===== src/rtl/multicast_tag_programmer_pkg.sv =====
// Shared types and constants for the multicast tag programmer.
// Latency: n/a (package only).
// Backpressure: n/a.
package multicast_tag_programmer_pkg;

    // Tag width used by the controllers in the chain unless overridden
    localparam int ADDRESS_WIDTH_DEF = 4;

    // Every bit of the word shifted into the tag_id_reg stages that must not keep a tag
    localparam logic FILLER_BIT = 1'b0;

    typedef enum logic [1:0] {
        ST_IDLE  = 2'd0,
        ST_SHIFT = 2'd1,
        ST_DONE  = 2'd2
    } state_t;

    // $clog2 that never returns 0, so single-entry structures still get a 1-bit index
    function automatic int clog2_min1(input int n);
        return (n <= 1) ? 1 : $clog2(n);
    endfunction

endpackage


===== src/rtl/multicast_tag_buffer.sv =====
// NUM_CTRL x ADDRESS_WIDTH tag register file, one write port, one combinational read port.
// Latency: write visible on the read port the cycle after wr_en; read is combinational.
// Backpressure: none; writes to an index >= NUM_CTRL are dropped.
module multicast_tag_buffer
    import multicast_tag_programmer_pkg::*;
#(
    parameter int ADDRESS_WIDTH = ADDRESS_WIDTH_DEF,
    parameter int NUM_CTRL      = 8,
    parameter int IDX_WIDTH     = clog2_min1(NUM_CTRL)
) (
    input  logic                     clk,
    input  logic                     rstb,
    input  logic                     wr_en,
    input  logic [IDX_WIDTH-1:0]     wr_addr,
    input  logic [ADDRESS_WIDTH-1:0] wr_tag,
    input  logic [IDX_WIDTH-1:0]     rd_addr,
    output logic [ADDRESS_WIDTH-1:0] rd_tag
);

    // One extra bit so the entry count itself is representable for the range check
    localparam logic [IDX_WIDTH:0] NUM_CTRL_W = (IDX_WIDTH + 1)'(NUM_CTRL);

    logic [ADDRESS_WIDTH-1:0] mem [NUM_CTRL];
    logic                     wr_in_range;
    logic                     rd_in_range;

    assign wr_in_range = ({1'b0, wr_addr} < NUM_CTRL_W);
    assign rd_in_range = ({1'b0, rd_addr} < NUM_CTRL_W);

    // Storage: cleared on reset, written only for indices that name a real controller
    always_ff @(posedge clk or negedge rstb) begin
        if (!rstb) begin
            for (int i = 0; i < NUM_CTRL; i++) begin
                mem[i] <= '0;
            end
        end else if (wr_en && wr_in_range) begin
            mem[wr_addr] <= wr_tag;
        end
    end

    // Read port; out-of-range indices (non-power-of-2 depth) read as 0
    always_comb begin
        rd_tag = '0;
        if (rd_in_range) begin
            rd_tag = mem[rd_addr];
        end
    end

endmodule


===== src/rtl/multicast_tag_programmer.sv =====
// Shifts one tag per controller (interleaved with filler words) down a 2-stage-per-controller scan chain.
// Latency: start in cycle T -> prog high T+1..T+2*NUM_CTRL, done pulse at T+2*NUM_CTRL+1.
// Backpressure: none; start and cfg writes outside IDLE are ignored, never queued.
module multicast_tag_programmer
    import multicast_tag_programmer_pkg::*;
#(
    parameter int ADDRESS_WIDTH = ADDRESS_WIDTH_DEF,
    parameter int NUM_CTRL      = 8,
    parameter int IDX_WIDTH     = clog2_min1(NUM_CTRL)
) (
    input  logic                     clk,
    input  logic                     rstb,
    input  logic                     cfg_wr_en,
    input  logic [IDX_WIDTH-1:0]     cfg_wr_addr,
    input  logic [ADDRESS_WIDTH-1:0] cfg_wr_tag,
    input  logic                     start,
    output logic                     busy,
    output logic                     done,
    output logic                     prog,
    output logic [ADDRESS_WIDTH-1:0] scan_tag_out
);

    localparam int               DEPTH    = 2 * NUM_CTRL;
    localparam int               CNT_W    = clog2_min1(DEPTH);
    localparam logic [CNT_W-1:0] CNT_LAST = CNT_W'(DEPTH - 1);
    localparam logic [ADDRESS_WIDTH-1:0] FILLER = {ADDRESS_WIDTH{FILLER_BIT}};

    state_t                   state;
    state_t                   state_nxt;
    logic [CNT_W-1:0]         cnt;
    logic [CNT_W-1:0]         cnt_nxt;
    logic [IDX_WIDTH-1:0]     rd_idx;
    logic [ADDRESS_WIDTH-1:0] rd_tag;
    logic [ADDRESS_WIDTH-1:0] word_nxt;
    logic                     buf_wr_en;

    // Host writes only land while no sequence is running
    assign buf_wr_en = cfg_wr_en && (state == ST_IDLE);

    multicast_tag_buffer #(
        .ADDRESS_WIDTH (ADDRESS_WIDTH),
        .NUM_CTRL      (NUM_CTRL),
        .IDX_WIDTH     (IDX_WIDTH)
    ) u_tag_buffer (
        .clk     (clk),
        .rstb    (rstb),
        .wr_en   (buf_wr_en),
        .wr_addr (cfg_wr_addr),
        .wr_tag  (cfg_wr_tag),
        .rd_addr (rd_idx),
        .rd_tag  (rd_tag)
    );

    // Next state and shift index; the counter returns to 0 whenever the FSM leaves SHIFT
    always_comb begin
        state_nxt = state;
        cnt_nxt   = cnt;
        case (state)
            ST_IDLE: begin
                if (start) begin
                    state_nxt = ST_SHIFT;
                    cnt_nxt   = '0;
                end
            end
            ST_SHIFT: begin
                if (cnt == CNT_LAST) begin
                    state_nxt = ST_DONE;
                    cnt_nxt   = '0;
                end else begin
                    cnt_nxt = cnt + CNT_W'(1);
                end
            end
            ST_DONE: begin
                state_nxt = ST_IDLE;
                cnt_nxt   = '0;
            end
            default: begin
                state_nxt = ST_IDLE;
                cnt_nxt   = '0;
            end
        endcase
    end

    // The farthest controller's tag goes out first, so odd word j reads entry NUM_CTRL-1-(j>>1)
    assign rd_idx   = IDX_WIDTH'(NUM_CTRL - 1 - int'(cnt_nxt >> 1));
    assign word_nxt = cnt_nxt[0] ? rd_tag : FILLER;

    // FSM state and shift counter
    always_ff @(posedge clk or negedge rstb) begin
        if (!rstb) begin
            state <= ST_IDLE;
            cnt   <= '0;
        end else begin
            state <= state_nxt;
            cnt   <= cnt_nxt;
        end
    end

    // Outputs are registered from the next-state view so they line up with the shift index
    always_ff @(posedge clk or negedge rstb) begin
        if (!rstb) begin
            busy         <= 1'b0;
            done         <= 1'b0;
            prog         <= 1'b0;
            scan_tag_out <= '0;
        end else begin
            busy         <= (state_nxt == ST_SHIFT);
            prog         <= (state_nxt == ST_SHIFT);
            done         <= (state_nxt == ST_DONE);
            scan_tag_out <= (state_nxt == ST_SHIFT) ? word_nxt : FILLER;
        end
    end

endmodule


===== config.mk =====
export PLATFORM = sky130hd
export DESIGN_NAME = multicast_tag_programmer
export DESIGN_NICKNAME = d
export VERILOG_FILES = /design/src/rtl/multicast_tag_programmer_pkg.sv /design/src/rtl/multicast_tag_buffer.sv /design/src/rtl/multicast_tag_programmer.sv
export SDC_FILE = /design/constraint.sdc
export NUM_CORES = 1
export LEC_CHECK = 0
export CORE_AREA = 4 4 61 63
export DETAILED_ROUTE_END_ITERATION = 12
export DIE_AREA = 0 0 65 67
export DONT_BUFFER_PORTS = 1
export PLACE_DENSITY = 0.77
export REMOVE_ABC_BUFFERS = 1
export SYNTH_ARGS = -nofsm -noshare
export SYNTH_HDL_FRONTEND = slang
export SYNTH_SLANG_ARGS = --single-unit

===== constraint.sdc =====
create_clock -name clk -period 3.4 [get_ports clk]
set_input_delay 0.68 -clock clk [delete_from_list [all_inputs] [get_ports clk]]
set_output_delay 0.68 -clock clk [all_outputs]
set_load 0.05 [all_outputs]

==> results of run 1 <==
==> per-stage QoR <==
stage               instance area [µm²]  utilization  cells  power [W]
detailed placement                 2050        0.636    198    0.00187
floorplan                          2000            -    152    0.00167
global placement                   2050        0.636    198    0.00183
finish                             2150        0.666    207    0.00219
CTS                                2150        0.666    207    0.00220
global route                       2150        0.666    207    0.00233
==> power by group through the flow <==
stage | Clock, W | Sequential (W) | Combinational [W]
detailed placement | 0 | 0.00101 | 0.000865
global placement | 0 | 0.00100 | 0.000827
finish | 0.000316 | 0.000994 | 0.000884
floorplan | 0 | 0.000948 | 0.000721
CTS | 0.000323 | 0.000992 | 0.000882
global route | 0.000343 | 0.00102 | 0.000969
==> area by class of cell <==
type	count	area share
Sequential cell	44	0.512
Multi-Input combinational cell	107	0.415
Tap cell	46	0.0268
Clock buffer	6	0.0192
Clock inverter	2	0.0163
Timing Repair Buffer	1	0.00931
Inverter	1	0.00175
==> flip-flops by register name, summed over array words and instances (netlist names) <==
| register | count |
|---|---|
| cnt | 4 |
| done | 1 |
| prog | 1 |
| scan_tag_out | 4 |
| state | 2 |
| u_tag_buffer.mem | 32 |
==> critical path, stage by stage, from the launching register on <==
cell	delay, ns
sky130_fd_sc_hd__dfrtp_1	0.51
sky130_fd_sc_hd__or3b_1	0.57
sky130_fd_sc_hd__a21oi_2	0.57
sky130_fd_sc_hd__mux2i_1	0.31
sky130_fd_sc_hd__a21oi_1	0.10
sky130_fd_sc_hd__a22o_1	0.24
==> final timing paths <==
check                      cells after the start  slack [ns]                    to
min                                            1        0.15                cnt[3]
max                                            5        1.01       scan_tag_out[2]
min in group clk                               1        0.46  u_tag_buffer.mem[13]
max reg2reg                                    5        1.01       scan_tag_out[2]
max in group asynchronous                      1        3.03  u_tag_buffer.mem[28]
min reg2reg                                    1        0.52  u_tag_buffer.mem[10]
==> cells by family after synthesis <==
| logic type | share of synthesized area |
|---|---|
| flops | 0.532 |
| mux | 0.220 |
| simple gates | 0.117 |
| compound gates | 0.0877 |
| buf+inv | 0.0369 |
| fa+ha+maj | 0.00604 |
==> cells in the final DEF (no fill, tap or decap), types with 3 or more instances in the layout <==
cell type	count
sky130_fd_sc_hd__dfrtp_1	44
sky130_fd_sc_hd__mux2_2	32
sky130_fd_sc_hd__nand2_1	10
sky130_fd_sc_hd__a21oi_1	10
sky130_fd_sc_hd__mux2i_1	8
sky130_fd_sc_hd__and3_2	8
sky130_fd_sc_hd__a211oi_1	7
sky130_fd_sc_hd__nor2_1	6
sky130_fd_sc_hd__clkbuf_4	5
sky130_fd_sc_hd__a22o_1	3
==> layer usage <==
metal	global-route usage	wire length (µm)	vias up	part of all wire
met1	0.246	1770	631	0.46
li1	-	-	593	-
met4	0.0950	66	0	0.017
met5	0	0	-	0
met3	0.0523	212	8	0.055
met2	0.332	1800	34	0.47
==> results.json, run 1 <==
{
  "report.final.hold_viol_count": 0,
  "totalNegativeSetupSlack_ns": 0,
  "initial_core_utilization": 0.640,
  "count_of_unique_library_cells_instantiated_by_yosys": 32,
  "cts_max_path_buffers": 2,
  "cap_viol_max_count": 0,
  "critical_setup_path_class": "reg2reg",
  "synth.yosys.warnings": 0,
  "crit_reg_reg_startpoint": "state[0]",
  "die_area_um2": 4360,
  "cts_repair_resize_count": 0,
  "place.detailed.hpwl_um": 2770,
  "core_area_um2": 3230,
  "wire_length_of_the_first_global_routing_pass_um": 6400,
  "route.detailed.drc": 0,
  "intPower_w": 0.00133,
  "hp-class": "in2async",
  "ys_dominant_reg_cell": "sky130_fd_sc_hd__dfrtp_1",
  "detailedRoute.firstPassIterationCount": 4,
  "ir_worst_vdd_mv": 0.411,
  "synth-seq-area-share": 0.532,
  "grt_max_degree": 45,
  "avgViaCountPerCell": 6.12,
  "synth_area_um2": 2070,
  "route.detailed.wl_per_inst_um": 18.6,
  "place.gp.congestion": 0.859,
  "cts_inserted_buffers": 5,
  "fp.dieH_um": 67,
  "ff_latch_area_um2": 1100,
  "layout-area-overhead-vs-synth_pct": 3.93,
  "period_minus_slack_ns": 2.39,
  "power.net_switching_w": 0.000862,
  "insertion_delay_ns": 0.36,
  "final-setup-viol-count": 0,
  "grt_pass1_vias": 1321,
  "synth_edf_count": 0,
  "critPathMaxFanout": 11,
  "cellPowerDensity_nw_per_um2": 1020,
  "power.leakage_nw": 1.02,
  "worst_ep_arrival_time_ns": 2.65,
  "finalNetCount": 172,
  "async_flop_share": 1.00,
  "sequentialPowerShare": 0.453,
  "dp_worst_setup_slack_ns": 0.910,
  "portBuffers": 0,
  "drt-total-wl_um": 3850,
  "track_usage": 0.201,
  "cts.repair_timing.setup_buffer_count": 0,
  "timing.final.crit_share": 0.702,
  "worst_setup_hold_path_clk_slew_ns": 0.13,
  "outcome": "complete, no violations",
  "num-fill-cells": 255,
  "tightestPinTransition_ns": 0.872,
  "post_synth_inst_count": 161,
  "synth_top_area_cell": "sky130_fd_sc_hd__dfrtp_1",
  "max_clock_freq_mhz": 419,
  "dr.first_iter.drc_count": 62,
  "netSwitchingFraction": 0.393,
  "ios": 18,
  "clock_power_share": 0.144,
  "area_of_the_multi_input_gates_um2": 892,
  "syn-mean-instance-area_um2": 12.9,
  "global_route.overflow_total": 0,
  "total_number_of_h_tree_levels": 2,
  "cts.root.buffer_cell": "sky130_fd_sc_hd__clkbuf_4",
  "fin_hold_ws_ns": 0.146,
  "timing_max_transition_violations_final": 0,
  "endpoint_kind": "register",
  "fp_rows": 21,
  "synth.ff_latch_count": 44,
  "ant_nets": 0,
  "required_ns": 3.67,
  "synth_most_common_cell": "sky130_fd_sc_hd__dfrtp_1",
  "num_antenna_cells": 0,
  "hold_buffers": 1,
  "grt_antenna_before_repair": 0,
  "crit_start": "state[0]",
  "cts.sink_count": 44,
  "num_vias": 1266,
  "finalWorstSetupSlack_ns": 1.01,
  "rsz0062_at_grt": "no",
  "synth_area_leaders": "sky130_fd_sc_hd__dfrtp_1, sky130_fd_sc_hd__mux2_2, sky130_fd_sc_hd__mux2i_1, sky130_fd_sc_hd__and3_2, sky130_fd_sc_hd__a211oi_1",
  "drive_gt1_frac": 0.342,
  "setup.worst_path.start_class": "register",
  "netlist_top_cells_count": "sky130_fd_sc_hd__dfrtp_1, sky130_fd_sc_hd__mux2_2, sky130_fd_sc_hd__a21oi_1, sky130_fd_sc_hd__nand2_1",
  "max_slew_margin": 0.410,
  "cts_tree": "done",
  "die_w_um": 65,
  "yosysTopAreaCellShare": 0.532,
  "pwr-share-comb": 0.403,
  "skew_ns": 0.0210
}
(Power assumes the default switching activity.)
==> run 2: changes to the inputs <==
--- a/config.mk
+++ b/config.mk
@@ -5,11 +5,11 @@
 export SDC_FILE = /design/constraint.sdc
 export NUM_CORES = 1
 export LEC_CHECK = 0
-export CORE_AREA = 4 4 61 63
+export CORE_AREA = 4 4 63 65
 export DETAILED_ROUTE_END_ITERATION = 12
-export DIE_AREA = 0 0 65 67
+export DIE_AREA = 0 0 67 69
 export DONT_BUFFER_PORTS = 1
-export PLACE_DENSITY = 0.77
+export PLACE_DENSITY = 0.72
 export REMOVE_ABC_BUFFERS = 1
 export SYNTH_ARGS = -nofsm -noshare
 export SYNTH_HDL_FRONTEND = slang
==> constraint.sdc (replaced) <==
create_clock -name clk -period 2.48 [get_ports clk]
set_input_delay 0.496 -clock clk [delete_from_list [all_inputs] [get_ports clk]]
set_output_delay 0.496 -clock clk [all_outputs]
set_load 0.05 [all_outputs]
==> results.json, run 2 (synthesized netlist as in run 1, its figures left out) <==
{
  "outcome": "complete, no violations",
  "rsz0062_at_grt": "no",
  "fp_rows": 21,
  "cts_repair_resize_count": 0,
  "timing_max_transition_violations_final": 0,
  "timing.final.crit_share": 0.933,
  "crit_reg_reg_startpoint": "cnt[0]",
  "num_vias": 1314,
  "num_antenna_cells": 0,
  "required_ns": 2.73,
  "cts.repair_timing.setup_buffer_count": 0,
  "fp.dieH_um": 69,
  "area_of_the_multi_input_gates_um2": 892,
  "hp-class": "in2reg",
  "max_clock_freq_mhz": 432,
  "mostFrequentLayoutCells": "sky130_fd_sc_hd__dfrtp_1, sky130_fd_sc_hd__mux2_2, sky130_fd_sc_hd__nand2_1, sky130_fd_sc_hd__a21oi_1",
  "drt-total-wl_um": 4070,
  "ant_nets": 0,
  "die_area_um2": 4620,
  "intPower_w": 0.00186,
  "place.gp.congestion": 0.829,
  "layout-area-overhead-vs-synth_pct": 5.68,
  "insertion_delay_ns": 0.35,
  "worst_ep_arrival_time_ns": 2.56,
  "die_w_um": 67,
  "skew_ns": 0.00953,
  "mostFrequentLayoutCell": "sky130_fd_sc_hd__dfrtp_1",
  "power.net_switching_w": 0.00121,
  "totalNegativeSetupSlack_ns": 0,
  "largest_register_ff_count": 32,
  "drive_gt1_frac": 0.358,
  "critPathMaxFanout": 17,
  "grt_max_degree": 45,
  "cts_tree": "done",
  "detailedRoute.firstPassIterationCount": 4,
  "route.detailed.wl_per_inst_um": 19.3,
  "tightestPinTransition_ns": 0.867,
  "wire_length_of_the_first_global_routing_pass_um": 6980,
  "cts.root.buffer_cell": "sky130_fd_sc_hd__clkbuf_4",
  "total_number_of_h_tree_levels": 2,
  "grt_pass1_vias": 1410,
  "clock_power_share": 0.141,
  "reg.largest.list": "u_tag_buffer.mem x32, cnt x4, scan_tag_out x4",
  "cap_viol_max_count": 0,
  "finalNetCount": 176,
  "endpoint_kind": "register",
  "total_power_w": 0.00307,
  "setup.worst_path.start_class": "register",
  "initial_core_utilization": 0.620,
  "final-setup-viol-count": 0,
  "regToRegSetupSlack_ns": 0.17,
  "avgViaCountPerCell": 6.23,
  "netSwitchingFraction": 0.394,
  "cts_max_path_buffers": 2,
  "dr.first_iter.drc_count": 63,
  "hold_ep": "u_tag_buffer.mem[19]",
  "ios": 18,
  "grt_antenna_before_repair": 0,
  "core_area_um2": 3340,
  "worst_setup_hold_path_clk_slew_ns": 0.13,
  "critical_setup_path_class": "reg2reg",
  "hp-start": "cfg_wr_tag[3]",
  "cts_inserted_buffers": 5,
  "dp_worst_setup_slack_ns": 0.199,
  "report.final.hold_viol_count": 0,
  "pwr-share-comb": 0.418,
  "timing.reg2reg.worst_path_depth": 6,
  "hold_buffers": 2,
  "r2r-end": "scan_tag_out[1]",
  "period_minus_slack_ns": 2.31,
  "ir_worst_vdd_mv": 0.583,
  "cellPowerDensity_nw_per_um2": 1400,
  "ff_latch_area_um2": 1100,
  "regMostFlops": "u_tag_buffer.mem",
  "global_route.overflow_total": 0,
  "place.detailed.hpwl_um": 3000,
  "worstHoldPathCells": 1,
  "num-fill-cells": 275,
  "max_slew_margin": 0.422,
  "cts.sink_count": 44,
  "track_usage": 0.200,
  "finalWorstSetupSlack_ns": 0.167,
  "sequentialPowerShare": 0.441,
  "portBuffers": 0,
  "power.leakage_nw": 1.04,
  "route.detailed.drc": 0
}
## run 2: cell count changes in the layout (fill, tap and decap cells not counted)
cell,previous run,this run
sky130_fd_sc_hd__clkinvlp_4,0,1
sky130_fd_sc_hd__buf_4,0,3
sky130_fd_sc_hd__clkbuf_1,1,0
sky130_fd_sc_hd__dlygate4sd3_1,0,1
## run 2: routing by layer
metal | GRT usage | wire (µm)
met5 | 0 | 0
met1 | 0.262 | 1790
met2 | 0.307 | 1930
met3 | 0.0698 | 279
met4 | 0.0653 | 70
## run 2: how the worst max path moves through the flow
stage	to	startpoint	cells past startpoint	slack (ns)
4_1_cts	scan_tag_out[1]	cnt[0]	6	0.18
2_1_floorplan	scan_tag_out[0]	state[0]	5	0.41
5_1_grt	scan_tag_out[1]	cnt[0]	6	0.06
6_report	scan_tag_out[1]	cnt[0]	6	0.17
3_5_place_dp	scan_tag_out[1]	cnt[0]	6	0.20
3_3_place_gp	scan_tag_out[1]	cnt[0]	6	0.23
## run 2: worst max-delay path, cell delays in order, from the launching register on
cell	delay (ns)
sky130_fd_sc_hd__dfrtp_1	0.47
sky130_fd_sc_hd__ha_1	0.28
sky130_fd_sc_hd__mux2_4	0.27
sky130_fd_sc_hd__a211o_1	0.51
sky130_fd_sc_hd__a211oi_1	0.37
sky130_fd_sc_hd__a21oi_1	0.07
sky130_fd_sc_hd__a22o_1	0.24
## run 2: layout make-up
cell class                 count  area share
sequential                    44       0.503
multi-input combinational    107       0.408
tap                           46      0.0263
timing repair buffer           5      0.0240
clock inverter                 3      0.0195
clock buffer                   5      0.0172
inverter                       1     0.00172
## run 2: power by group through the flow
stage	sequential [W]	clock (W)	combinational, W
after floorplan	0.00130	0	0.000989
after global placement	0.00136	0	0.00120
after detailed placement	0.00137	0	0.00125
after CTS	0.00135	0.000443	0.00128
after global routing	0.00139	0.000481	0.00142
final	0.00135	0.000434	0.00128
## run 2: metrics by stage
step            util  std cells  area, µm²  hold slack [ns]
2_1_floorplan      -        152       2000            0.200
3_3_place_gp   0.622        201       2080            0.202
3_5_place_dp   0.622        201       2080            0.201
4_1_cts        0.655        211       2190            0.268
5_1_grt        0.655        211       2190            0.240
6_report       0.655        211       2190            0.279
==> patch 1, RTL diff (flow settings as in run 1) <==
Encoding of `state_t`: now one-hot (3 bits for 3 states).
--- a/src/rtl/multicast_tag_programmer_pkg.sv
+++ b/src/rtl/multicast_tag_programmer_pkg.sv
@@ -10,8 +10,8 @@
     localparam logic FILLER_BIT = 1'b0;
 
-    typedef enum logic [1:0] {
-        ST_IDLE  = 2'd0,
-        ST_SHIFT = 2'd1,
-        ST_DONE  = 2'd2
+    typedef enum logic [2:0] {
+        ST_IDLE  = 3'b001,
+        ST_SHIFT = 3'b010,
+        ST_DONE  = 3'b100
     } state_t;
 
Behaviour: same outputs for any inputs over 10 cycles, from zero or initial values and one cycle with rstb low; not proved beyond that.
==> patch 1 against run 1 <==
- synthesized area grew 5.7%
- wire length up 17%
- fmax down 2.4%
- via count rose by 17%
- highest routed layer unchanged
- non-clock buffer count rose by 2
- worst setup slack worse by 0.058 ns
- critical endpoint is now scan_tag_out[0]$_DFF_PN0_
- critical path depth stayed put
- cell area up 8.4%
- sequential cell count grew 1
- largest cell class unchanged
- count of clock-buffer cells in the layout is 1 lower
Power is not compared: it rests on default switching activity, and its combinational part moved more than twofold at a synthesized area within 25%.
==> patch 1: results (changes against run 1) <==
[yosys]
yosys.area_share.adder = 0.005718  ; was 0.006046
post_synthesis_async_set_or_reset_flop_share = 1.000  ; unchanged
muxShareOfSynthArea = 0.1647  ; was 0.2201
ys_types = 33  ; was 32
synth_compound_gate_area_share = 0.1469  ; was 0.08767
yosysWarnings = 0  ; unchanged
postSynthAreaPerCell_um2 = 12.16  ; was 12.85 µm²
synth.top_cells.by_count = dfrtp_1, mux2_1, a211oi_1  ; was dfrtp_1, mux2_2, a21oi_1, nand2_1
netlist_top_cells_area = dfrtp_1, mux2_1, a211oi_1  ; was dfrtp_1, mux2_2, mux2i_1
portion_of_the_post_synthesis_area_used_by_sequential_elements = 0.5152  ; was 0.5320

[timing]
timing.hold.ws_ns = 0.1270  ; was 0.1458 ns
timing.setup.tns_ns = 0  ; unchanged
worst_slew_pin_slew_ns = 0.8724  ; about the same
fin_worst_skew_ns = 0.01282  ; was 0.02099 ns

[placement]
detailed_place.area_mm2 = 0.002218  ; was 0.002054 mm²
io_buffers = 0  ; unchanged
dp_hpwl_um = 3419  ; was 2769 µm
numPlacedInstances = 219  ; was 198
dpl_worst_slack_ns = 1.023  ; was 0.9104 ns
finalWeightedCongestion = 0.9701  ; was 0.8592

[power]
powerComb_mw = 0.398
lkg_pwr_nw = 1.003
power.density_mw_per_mm2 = 727.4
ir_worst_vdd_mv = 0.4362
power_switching_share = 0.3373

[grt]
grt_overflow_total = 0  ; unchanged
grt_pass1_wl_um = 7741  ; was 6396 µm
gr-usage-all-layers = 0.2433  ; was 0.2015
grt_antenna_before_repair = 0  ; unchanged
grt_start_max_net_pins = 38  ; was 45

[clocking]
cts_buffers = 5  ; unchanged
clk_transition_reported_paths_ns = 0.13  ; about the same
ctsHtreeMaxLevel = 2  ; unchanged
cts.root.buffer_cell = clkbuf_4  ; unchanged
clk_latency_ns = 0.36  ; about the same
cts_buffer_depth = 2  ; unchanged

[layout]
stdcell_count = 229  ; was 207
final_layout_size_suffix_gt1_frac = 0.1366  ; was 0.3416
biggestRegsByFlops = u_tag_buffer.mem: 32 flops, cnt: 4 flops, scan_tag_out: 4 flops  ; unchanged
nFillCells = 248  ; was 255
num_antenna_cells = 0  ; unchanged
nNetsFinal = 194  ; was 172
largest_register = u_tag_buffer.mem  ; unchanged

[worst_setup_path]
slack_of_the_worst_reg_to_reg_path_ns = 0.95  ; was 1.01 ns
cp.arrival_ns = 2.68  ; was 2.65 ns
worstRegToRegCells = 5  ; unchanged
critPathMaxFanout = 21  ; was 11
crit_slowest_cell = a2111oi_0  ; was or3b_1
worst_r2r_end = scan_tag_out[0]$_DFF_PN0_  ; was scan_tag_out[2]$_DFF_PN0_
worst_r2r_startpoint = cnt[0]$_DFF_PN0_  ; was state[0]$_DFF_PN0_
crit_path_max_incr_delay_ns = 0.54  ; was 0.57 ns

[route]
first_pass_iters = 4  ; unchanged
routed_wire_length_per_instance_um = 19.66  ; was 18.62 µm
num_vias = 1480  ; was 1,266
drtIter0Drc = 138  ; was 62

[outcome]
outcome = finished, final reports clean  ; unchanged

[hold_path]
hp-class = primary input to async pin  ; unchanged

-- patch 1: cell count changes in the layout (fill, tap and decap cells not counted), moves of 8 or more --
cell,before,now
mux2_1,0,24
mux2_2,32,8
inv_1,1,15
a211oi_1,7,16
a21oi_1,10,1
a2111oi_0,0,8
and3_2,8,0
mux2i_1,8,0
nand2_1,10,2
-- patch 1: repair_timing --
action,in CTS,in global routing
endpoints found under the setup margin,0,0
resized for setup,0,0
hold buffers,2,0
hold endpoints to repair,37,0
-- patch 1: worst max path at each step --
stage                      from                         to  slack (ns)  cells past startpoint
2_1_floorplan             start  scan_tag_out[0]$_DFF_PN0_        1.16                      4
3_3_place_gp   cnt[0]$_DFF_PN0_  scan_tag_out[0]$_DFF_PN0_        1.25                      5
3_5_place_dp   cnt[0]$_DFF_PN0_  scan_tag_out[1]$_DFF_PN0_        1.02                      5
4_1_cts        cnt[0]$_DFF_PN0_  scan_tag_out[0]$_DFF_PN0_         1.0                      5
5_1_grt        cnt[0]$_DFF_PN0_  scan_tag_out[1]$_DFF_PN0_        0.77                      5
6_report       cnt[0]$_DFF_PN0_  scan_tag_out[0]$_DFF_PN0_        0.95                      5
-- patch 1: metal layers --
metal	up-vias	global-route usage	share of wire
met5	-	0	0
met4	0	0.1029	0.024
met3	12	0.06577	0.047
met2	36	0.4023	0.50
met1	744	0.2995	0.43
li1	688	-	-
-- patch 1: area by class of cell --
type                    count  area [µm²]  area share
inverters                  15       56.30     0.02414
clock inverters             3       46.29     0.01985
multi-input cells         112       969.7      0.4158
well taps                  46       57.56     0.02468
flip-flops and latches     45        1127      0.4834
repair buffers              3       37.54     0.01609
clock buffers               5       37.54     0.01609
==> patch 2, RTL diff (flow settings as in run 1) <==
Without the edit above. `ADDRESS_WIDTH_DEF`: 4 -> 3.
--- a/src/rtl/multicast_tag_programmer_pkg.sv
+++ b/src/rtl/multicast_tag_programmer_pkg.sv
@@ -5,5 +5,5 @@
 
     // Tag width used by the controllers in the chain unless overridden
-    localparam int ADDRESS_WIDTH_DEF = 4;
+    localparam int ADDRESS_WIDTH_DEF = 3;
 
     // Every bit of the word shifted into the tag_id_reg stages that must not keep a tag
Ports: changed (resized cfg_wr_tag and scan_tag_out); port bits go from 18 to 16. No check against the original RTL was run, so the function may have changed too.
==> patch 2 against run 1 <==
- sequential cell count fell by 9
- worst setup slack improved by 0.44 ns
- synthesized area fell by 20%
- non-clock buffer count rose by 2
- wire length fell by 20%
- power fell by 19%
- clock skew fell by 0.0077 ns
- count of clock-buffer cells in the layout did not move
- cell area fell by 16%
- largest power group unchanged
- highest routed layer unchanged
==> patch 2: results (changes against run 1) <==
[route]
met3WireLength_um = 239  ; was 212 µm
m1WireLength_um = 1328  ; was 1771 µm
num_vias = 1000  ; was 1,266
routed-wl-met2_um = 1406  ; was 1803 µm
finalWirelength_um = 3066  ; was 3854 µm

[timing]
min_period_ns = 1.944  ; was 2.387 ns
fin_worst_skew_ns = 0.01327  ; was 0.02099 ns
worst_slew_margin_rel = 0.3728  ; was 0.4102

[yosys]
yosys.area_share.adder = 0.007541  ; was 0.006046
portion_of_the_post_synthesis_area_used_by_sequential_elements = 0.5279  ; was 0.5320
ys_types = 28  ; was 32
post_synthesis_async_set_or_reset_flop_share = 1.000  ; unchanged

[clocking]
clk_transition_reported_paths_ns = 0.11  ; was 0.13 ns
cts.sinks = 35  ; was 44
cts-hold-fix-buffers = 2  ; was 1

[grt]
grt_util_met3 = 0.07083  ; was 0.05228
use_met2 = 0.2388  ; was 0.3321
grt.met1_usage = 0.2131  ; was 0.2464
gr-usage-all-layers = 0.1695  ; was 0.2015
grt_pass1_vias = 1018  ; was 1,321

[layout]
n_all_buffers = 3  ; was 1
nMultiInputCombCells = 84  ; was 107
multiInputGateArea_um2 = 744.5  ; was 892.1 µm²
nFillCells = 270  ; was 255
biggestRegsByFlops = u_tag_buffer.mem: 24 flops, cnt: 4 flops, scan_tag_out: 3 flops  ; was u_tag_buffer.mem: 32 flops, cnt: 4 flops, scan_tag_out: 4 flops
layout.non_clock_inverters = 3  ; was 1
area.sequential_um2 = 875.8  ; was 0.001101 mm²
final_layout_size_suffix_gt1_frac = 0.1504  ; was 0.3416
layout.buffer.nonclock.area_share = 0.01663  ; was 0.009308

[worst_setup_path]
cp.arrival_ns = 1.26  ; was 2.65 ns
slack_of_the_worst_reg_to_reg_path_ns = 1.49  ; was 1.01 ns
critPathMaxFanout = 2  ; was 11
worst_r2r_startpoint = cnt[0]$_DFF_PN0_  ; was state[0]$_DFF_PN0_
cp-startpoint = prog$_DFF_PN0_  ; was state[0]$_DFF_PN0_

[outcome]
outcome = finished, final reports clean  ; unchanged

[hold_path]
hp-class = primary input to register  ; was primary input to async pin

[power]
lkg_pwr_nw = 0.8821  ; was 1.019 nW
ir_worst_vdd_mv = 0.3053  ; was 0.4105 mV

[placement]
dpl_worst_slack_ns = 1.360  ; was 0.9104 ns
dp_hpwl_um = 2262  ; was 2769 µm

patch 2: final timing paths:
path                       cells past startpoint                          endpoint
setup reg to reg                               6         scan_tag_out[0]$_DFF_PN0_
hold reg to reg                                1   u_tag_buffer.mem[2]$_DFFE_PN0P_
max in group asynchronous                      1  u_tag_buffer.mem[10]$_DFFE_PN0P_
hold / removal                                 1  u_tag_buffer.mem[12]$_DFFE_PN0P_
min in group asynchronous                      1   u_tag_buffer.mem[8]$_DFFE_PN0P_
setup / recovery                               0                              busy
patch 2: metrics by stage:
stage          std cells    util  cell area, µm²  hold WS [ns]
2_1_floorplan        122       -            1632        0.3844
3_3_place_gp         168  0.5226            1689        0.3852
3_5_place_dp         168  0.5226            1689        0.3852
4_1_cts              178  0.5556            1795     0.0004364
5_1_grt              179  0.5587            1805        0.4269
6_report             179  0.5587            1805        0.4579
patch 2: power breakdown:
group	internal (mW)	switching, mW	total (mW)
Combinational	0.348	0.325	0.673
Sequential	0.582	0.201	0.783
Clock	0.174	0.137	0.311
Total	1.10	0.664	1.77
